`config.mk`:
```
export PLATFORM = sky130hd
export DESIGN_NAME = detector_jogada_flat
export DESIGN_NICKNAME = d
export VERILOG_FILES = /design/src/rtl/jogo_pkg.sv /design/src/rtl/detector_jogada_if.sv /design/src/rtl/sincronizador_2ff.sv /design/src/rtl/detector_jogada.sv /design/src/flat_wrapper.sv
export SDC_FILE = /design/constraint.sdc
export NUM_CORES = 1
export LEC_CHECK = 0
export ABC_AREA = 1
export BUFFER_PORTS_ARGS = -buffer_cell sky130_fd_sc_hd__buf_2
export CORE_MARGIN = 2
export CORE_UTILIZATION = 55
export DETAILED_ROUTE_END_ITERATION = 10
export GPL_TIMING_DRIVEN = 0
export MAX_ROUTING_LAYER = met4
export PLACE_DENSITY = 0.77
export SLEW_MARGIN = 40
export SYNTH_ARGS = -nofsm -noshare
export SYNTH_HDL_FRONTEND = slang
export SYNTH_SLANG_ARGS = --single-unit
```
`constraint.sdc`:
```
create_clock -name clock -period 1.9 [get_ports clock]
set_clock_uncertainty 0.1 [all_clocks]
set_input_delay 0.285 -clock clock [delete_from_list [all_inputs] [get_ports clock]]
set_output_delay 0.285 -clock clock [all_outputs]
set_load 0.005 [all_outputs]
```
`src/rtl/jogo_pkg.sv`:
```
// jogo_pkg: shared types and constants for the memory game input stage
package jogo_pkg;
  localparam int LARGURA_JOGADA = 4;
  localparam int DEBOUNCE_PADRAO = 3;
  typedef enum logic [2:0] {
    OCIOSO      = 3'd0,
    ESTAB_PRESS = 3'd1,
    PRESSIONADO = 3'd2,
    ESTAB_SOLTA = 3'd3,
    INVALIDA    = 3'd4
  } estado_detector_t;
endpackage

```
`src/rtl/detector_jogada_if.sv`:
```
// detector_jogada_if: switch inputs and play-event outputs between controller and detector
interface detector_jogada_if;
  logic [jogo_pkg::LARGURA_JOGADA-1:0] chaves;
  logic                                habilita;
  logic [jogo_pkg::LARGURA_JOGADA-1:0] jogada;
  logic                                jogada_feita;
  logic                                jogada_invalida;
  logic                                tem_jogada;
  logic [2:0]                          db_estado;
  modport master(output chaves, habilita, input jogada, jogada_feita, jogada_invalida, tem_jogada, db_estado);
  modport slave(input chaves, habilita, output jogada, jogada_feita, jogada_invalida, tem_jogada, db_estado);
endinterface

```
`src/rtl/sincronizador_2ff.sv`:
```
// sincronizador_2ff: two-flop synchroniser for asynchronous inputs, async active-low reset
module sincronizador_2ff #(
  parameter int LARGURA = 1
) (
  input  logic               clock,
  input  logic               reset,
  input  logic [LARGURA-1:0] d,
  output logic [LARGURA-1:0] q
);
  logic [LARGURA-1:0] meta_q, sinc_q;
  // shift the raw input through two flops to settle metastability
  always_ff @(posedge clock or negedge reset)
    if (!reset) begin
      meta_q <= '0;
      sinc_q <= '0;
    end else begin
      meta_q <= d;
      sinc_q <= meta_q;
    end
  assign q = sinc_q;
endmodule

```
`src/rtl/detector_jogada.sv`:
```
// detector_jogada: debounce switches and emit one event per press; DETECTOR_JOGADA_ONEHOT_EN rejects multi-key codes
module detector_jogada
  import jogo_pkg::*;
#(
  parameter int DEBOUNCE_CYCLES = DEBOUNCE_PADRAO
) (
  input logic         clock,
  input logic         reset,
  detector_jogada_if.slave bus
);
  localparam int LC = $clog2(DEBOUNCE_CYCLES) + 1;
  localparam logic [LC-1:0] CONT_MAX = LC'(DEBOUNCE_CYCLES - 1);
  logic [LARGURA_JOGADA-1:0] chaves_s;
  estado_detector_t estado_q, estado_d;
  logic [LARGURA_JOGADA-1:0] candidato_q, candidato_d, jogada_q, jogada_d;
  logic [LC-1:0] cont_q, cont_d;
  logic feita_q, feita_d, invalida_q, invalida_d, valido;
  sincronizador_2ff #(.LARGURA(LARGURA_JOGADA)) u_sinc (
    .clock(clock),
    .reset(reset),
    .d    (bus.chaves),
    .q    (chaves_s)
  );
`ifdef DETECTOR_JOGADA_ONEHOT_EN
  assign valido = $onehot(candidato_q);
`else
  assign valido = 1'b1;
`endif
  // next state: press stabilisation, hold, release stabilisation
  always_comb begin
    estado_d    = estado_q;
    candidato_d = candidato_q;
    cont_d      = cont_q;
    jogada_d    = jogada_q;
    feita_d     = 1'b0;
    invalida_d  = 1'b0;
    case (estado_q)
      OCIOSO:
        if (chaves_s != '0) begin
          estado_d    = ESTAB_PRESS;
          candidato_d = chaves_s;
          cont_d      = '0;
        end
      ESTAB_PRESS:
        if (chaves_s == '0) estado_d = OCIOSO;
        else if (chaves_s != candidato_q) begin
          candidato_d = chaves_s;
          cont_d      = '0;
        end else if (cont_q == CONT_MAX) begin
          estado_d   = valido ? PRESSIONADO : INVALIDA;
          feita_d    = valido & bus.habilita;
          invalida_d = ~valido & bus.habilita;
          jogada_d   = (valido & bus.habilita) ? candidato_q : jogada_q;
        end else cont_d = cont_q + LC'(1);
      PRESSIONADO, INVALIDA:
        if (chaves_s == '0) begin
          estado_d = ESTAB_SOLTA;
          cont_d   = '0;
        end
      ESTAB_SOLTA:
        if (chaves_s != '0) estado_d = PRESSIONADO;
        else if (cont_q == CONT_MAX) estado_d = OCIOSO;
        else cont_d = cont_q + LC'(1);
      default: estado_d = OCIOSO;
    endcase
  end
  // state, counter and registered event outputs
  always_ff @(posedge clock or negedge reset)
    if (!reset) begin
      estado_q    <= OCIOSO;
      candidato_q <= '0;
      cont_q      <= '0;
      jogada_q    <= '0;
      feita_q     <= 1'b0;
      invalida_q  <= 1'b0;
    end else begin
      estado_q    <= estado_d;
      candidato_q <= candidato_d;
      cont_q      <= cont_d;
      jogada_q    <= jogada_d;
      feita_q     <= feita_d;
      invalida_q  <= invalida_d;
    end
  assign bus.jogada          = jogada_q;
  assign bus.jogada_feita    = feita_q;
  assign bus.jogada_invalida = invalida_q;
  assign bus.tem_jogada      = estado_q inside {PRESSIONADO, ESTAB_SOLTA, INVALIDA};
  assign bus.db_estado       = estado_q;
endmodule

```
`src/flat_wrapper.sv`:
```
// flat-port wrapper written by rule: the top's interface ports become plain ports
module detector_jogada_flat import jogo_pkg::*;
#(
  parameter int DEBOUNCE_CYCLES = DEBOUNCE_PADRAO
)
  (clock, reset, bus_chaves, bus_habilita, bus_jogada, bus_jogada_feita, bus_jogada_invalida, bus_tem_jogada, bus_db_estado);
  detector_jogada_if bus_i ();
  input logic clock;
  input logic reset;
  input wire logic [$bits(bus_i.chaves)-1:0] bus_chaves;
  input wire logic [$bits(bus_i.habilita)-1:0] bus_habilita;
  output wire logic [$bits(bus_i.jogada)-1:0] bus_jogada;
  output wire logic [$bits(bus_i.jogada_feita)-1:0] bus_jogada_feita;
  output wire logic [$bits(bus_i.jogada_invalida)-1:0] bus_jogada_invalida;
  output wire logic [$bits(bus_i.tem_jogada)-1:0] bus_tem_jogada;
  output wire logic [$bits(bus_i.db_estado)-1:0] bus_db_estado;
  assign bus_i.chaves = bus_chaves;
  assign bus_i.habilita = bus_habilita;
  assign bus_jogada = bus_i.jogada;
  assign bus_jogada_feita = bus_i.jogada_feita;
  assign bus_jogada_invalida = bus_i.jogada_invalida;
  assign bus_tem_jogada = bus_i.tem_jogada;
  assign bus_db_estado = bus_i.db_estado;
  detector_jogada #(.DEBOUNCE_CYCLES(DEBOUNCE_CYCLES)) u_core (.clock(clock), .reset(reset), .bus(bus_i));
endmodule
```
==> impl_metrics.env <==
export IMPL_outcome="complete, no violations"
export IMPL_wl_per_cell_um=10.4
export IMPL_ios=17
export IMPL_stdcell_area_um2=1340
export IMPL_post_route_drc_count=0
export IMPL_grt_max_degree=23
export IMPL_synth_yosys_seq_area_share_pct=48.0
export IMPL_cts_post_setup_buffers_inserted=0
export IMPL_fin_crit_ps=1720
export IMPL_endpoint_kind="output pin"
export IMPL_grt_first_pass_wirelength_um=3420
export IMPL_finalMaxSlewViolations=0
export IMPL_reg2regPathDepth=8
export IMPL_rsz0062_at_grt="false"
export IMPL_place_area_um2=1250
export IMPL_antenna_found_initial=0
export IMPL_hold_viol=0
export IMPL_internal_power_w=0.00103
export IMPL_vias_per_cell=4.76
export IMPL_max_freq_mhz=583
export IMPL_layout_nets=164
export IMPL_cp_data_arrival_time_ps=1330
export IMPL_drive_gt1_share_pct=28.7
export IMPL_core_um2=1960
export IMPL_synth_seq_cells=22
export IMPL_clkSlewWorstSetupHoldPaths_ps=120
export IMPL_start_util_pct=58.5
export IMPL_fin_cells=177
export IMPL_io_buffers=14
export IMPL_firstDrtPassIters=4
export IMPL_fp_dieH_um=49.7
export IMPL_drtIter0Drc=11
export IMPL_crit_type="reg -> out"
export IMPL_max_cap_violations=0
export IMPL_syn_area_um2=1150
export IMPL_cts_made_buffers=3
export IMPL_cts_sinks=22
export IMPL_worst_hold_path_num_cells=5
export IMPL_synthCells=126
export IMPL_p_per_area_nw_per_um2=1330
export IMPL_worstSkewPairLatency_ps=310
export IMPL_setup_viol=0
export IMPL_required_ps=1510
export IMPL_p_sw_share_pct=42.6
export IMPL_holdPathEnd="u_core.bus.jogada_feita"
export IMPL_groute_usage_overall_pct=18.8
export IMPL_cp_max_fo=7
export IMPL_ir_worst_vdd_mv=0.668
export IMPL_dr_total_vias=843
export IMPL_clockPowerShare_pct=14.3
export IMPL_setup_total_negative_slack_ps=0
export IMPL_nFillCells=163
export IMPL_clockBufferDepth=2
export IMPL_area_growth_pct=17.0
export IMPL_p_leak_nw=0.729
export IMPL_critPathLaunch="u_core.bus.db_estado[0]"
export IMPL_hpwl_um=1380
export IMPL_p_switching_w=0.000761
export IMPL_min_delay_start="bus_habilita"
export IMPL_combPwrFrac_pct=47.7
export IMPL_hold_path_class="in -> reg"
export IMPL_reg2reg_setup_slack_ps=230
export IMPL_startpoint_type="register"
export IMPL_cts_htree_levels=1
export IMPL_avgSynthCellArea_um2=9.11
export IMPL_finalCritPeriodShare_pct=90.3
export IMPL_gp_congestion=0.792
export IMPL_grt_pass1_vias=855
export IMPL_synthDistinctLibCells=24
export IMPL_yosys_warnings=0
export IMPL_row_count=16
export IMPL_dp_cells=168
export IMPL_seqPwrFrac_pct=38.0
export IMPL_ant_nets=0
export IMPL_die_x_um=49.7
export IMPL_dieArea_um2=2470
export IMPL_grt_overflow_total=0
export IMPL_r2r_end="u_core.cont_q[0]"
export IMPL_antenna_cells=0
export IMPL_cts_root_buf="clkbuf_4"
export IMPL_wirelength_um=1830
export IMPL_cts_tree="done"
==> routing by layer <==
metal / GRT usage, % / vias up / wire length (um)
met5: - / - / 0
met3: 3.94 / 4 / 76
met4: 8.33 / 0 / 34
met2: 33.3 / 22 / 922
met1: 20.0 / 385 / 799
li1: - / 432 / -
==> synth_stat cells <==
master / count / area [um^2]
nand3_2: 1 / 10.0
nor2_4: 2 / 22.5
o21ai_1: 9 / 45.0
nor2_2: 5 / 31.3
nand4_1: 2 / 12.5
nand3_4: 1 / 17.5
nand4_4: 1 / 21.3
nand3_1: 3 / 15.0
a21oi_1: 1 / 5.00
o21ai_4: 1 / 16.3
o21ai_0: 1 / 5.00
inv_2: 4 / 15.0
ha_1: 6 / 75.1
conb_1: 1 / 3.75
nor2_1: 4 / 15.0
o21ai_2: 3 / 26.3
nor3_1: 2 / 10.0
buf_4: 2 / 15.0
dfrtp_1: 22 / 551
nand2_2: 2 / 12.5
nand2_1: 33 / 124
inv_1: 18 / 67.6
nand3b_4: 1 / 20.0
nand2_4: 1 / 11.3
==> repair_timing <==
action / 4_1_cts / 5_1_grt
hold buffers: 5 / 0
gates resized for setup: 0 / 1
endpoints found under the hold margin: 26 / 0
setup endpoints to repair: 0 / 1
==> state kept, by name, summed over array words and instances, names as in the netlist, named ones only <==
signal                   cells
u_core.cont_q                3
u_core.u_sinc.q              4
u_core.u_sinc.meta_q         4
u_core.bus.jogada_feita      1
u_core.bus.jogada            4
u_core.candidato_q           4
u_core.bus.db_estado         1
==> cells in the final DEF (no fill, tap or decap), drive strengths merged <==
cell / instances
nand2: 36
dfrtp: 22
inv: 22
buf: 16
o21ai: 14
nor2: 11
ha: 6
dlygate4sd3: 5
nand3: 5
clkbuf: 4
nand4: 3
nor3: 2
conb: 2
a21oi: 1
nand3b: 1
==> power by group through the flow <==
stage | registers [W] | logic (W) | clock network (W)
finish | 0.000678 | 0.000852 | 0.000256
global route | 0.000697 | 0.000991 | 0.000288
floorplan | 0.000667 | 0.000678 | 0
global placement | 0.000672 | 0.000816 | 0
CTS | 0.000673 | 0.000864 | 0.000274
detailed placement | 0.000683 | 0.000852 | 0
==> logic make-up after synthesis <==
logic type               after synthesis  share of synthesized area [%]
AO/OA/AOI/OAI                         15                           8.51
adder cells (fa/ha/maj)                6                           6.54
buffers and inverters                 24                           8.50
flip-flops                            22                           48.0
other                                  1                          0.327
AND/OR/NAND/NOR                       58                           28.1
==> worst max path at each step <==
| stage | end | slack (ps) |
|---|---|---|
| 2_1_floorplan | u_core.cont_q[2] | 390 |
| 3_3_place_gp | u_core.cont_q[2] | 310 |
| 3_5_place_dp | u_core.cont_q[0] | 250 |
| 4_1_cts | bus_tem_jogada | 100 |
| 5_1_grt | bus_tem_jogada | 80 |
| 6_report | bus_tem_jogada | 180 |
==> per-stage QoR <==
step	total power [W]	hold slack, ps	utilization [%]	worst slack (ps)
finish	0.00179	234	68.4	184
global route	0.00198	260	68.4	76.6
CTS	0.00181	220	68.4	101
detailed placement	0.00153	174	64.0	248
global placement	0.00149	161	64.0	315
floorplan	0.00134	-111	-	385
==> worst max-delay path: stages, from the launching register on <==
cell and delay, ps:
dfrtp_2 450, inv_1 80, ha_1 220, inv_1 70
nand2_1 70, buf_2 130
==> area by class of cell <==
class                           instances  area [um^2]  share of cell area [%]
Multi-Input combinational cell         81          503                    37.5
Inverter                               22         82.6                    6.15
Timing Repair Buffer                   19          120                    8.95
Tap cell                               27         33.8                    2.52
Sequential cell                        22          552                    41.1
Buffer                                  2         15.0                    1.12
Clock buffer                            4         36.3                    2.70
No activity file was read; power rests on OpenSTA's default activity.
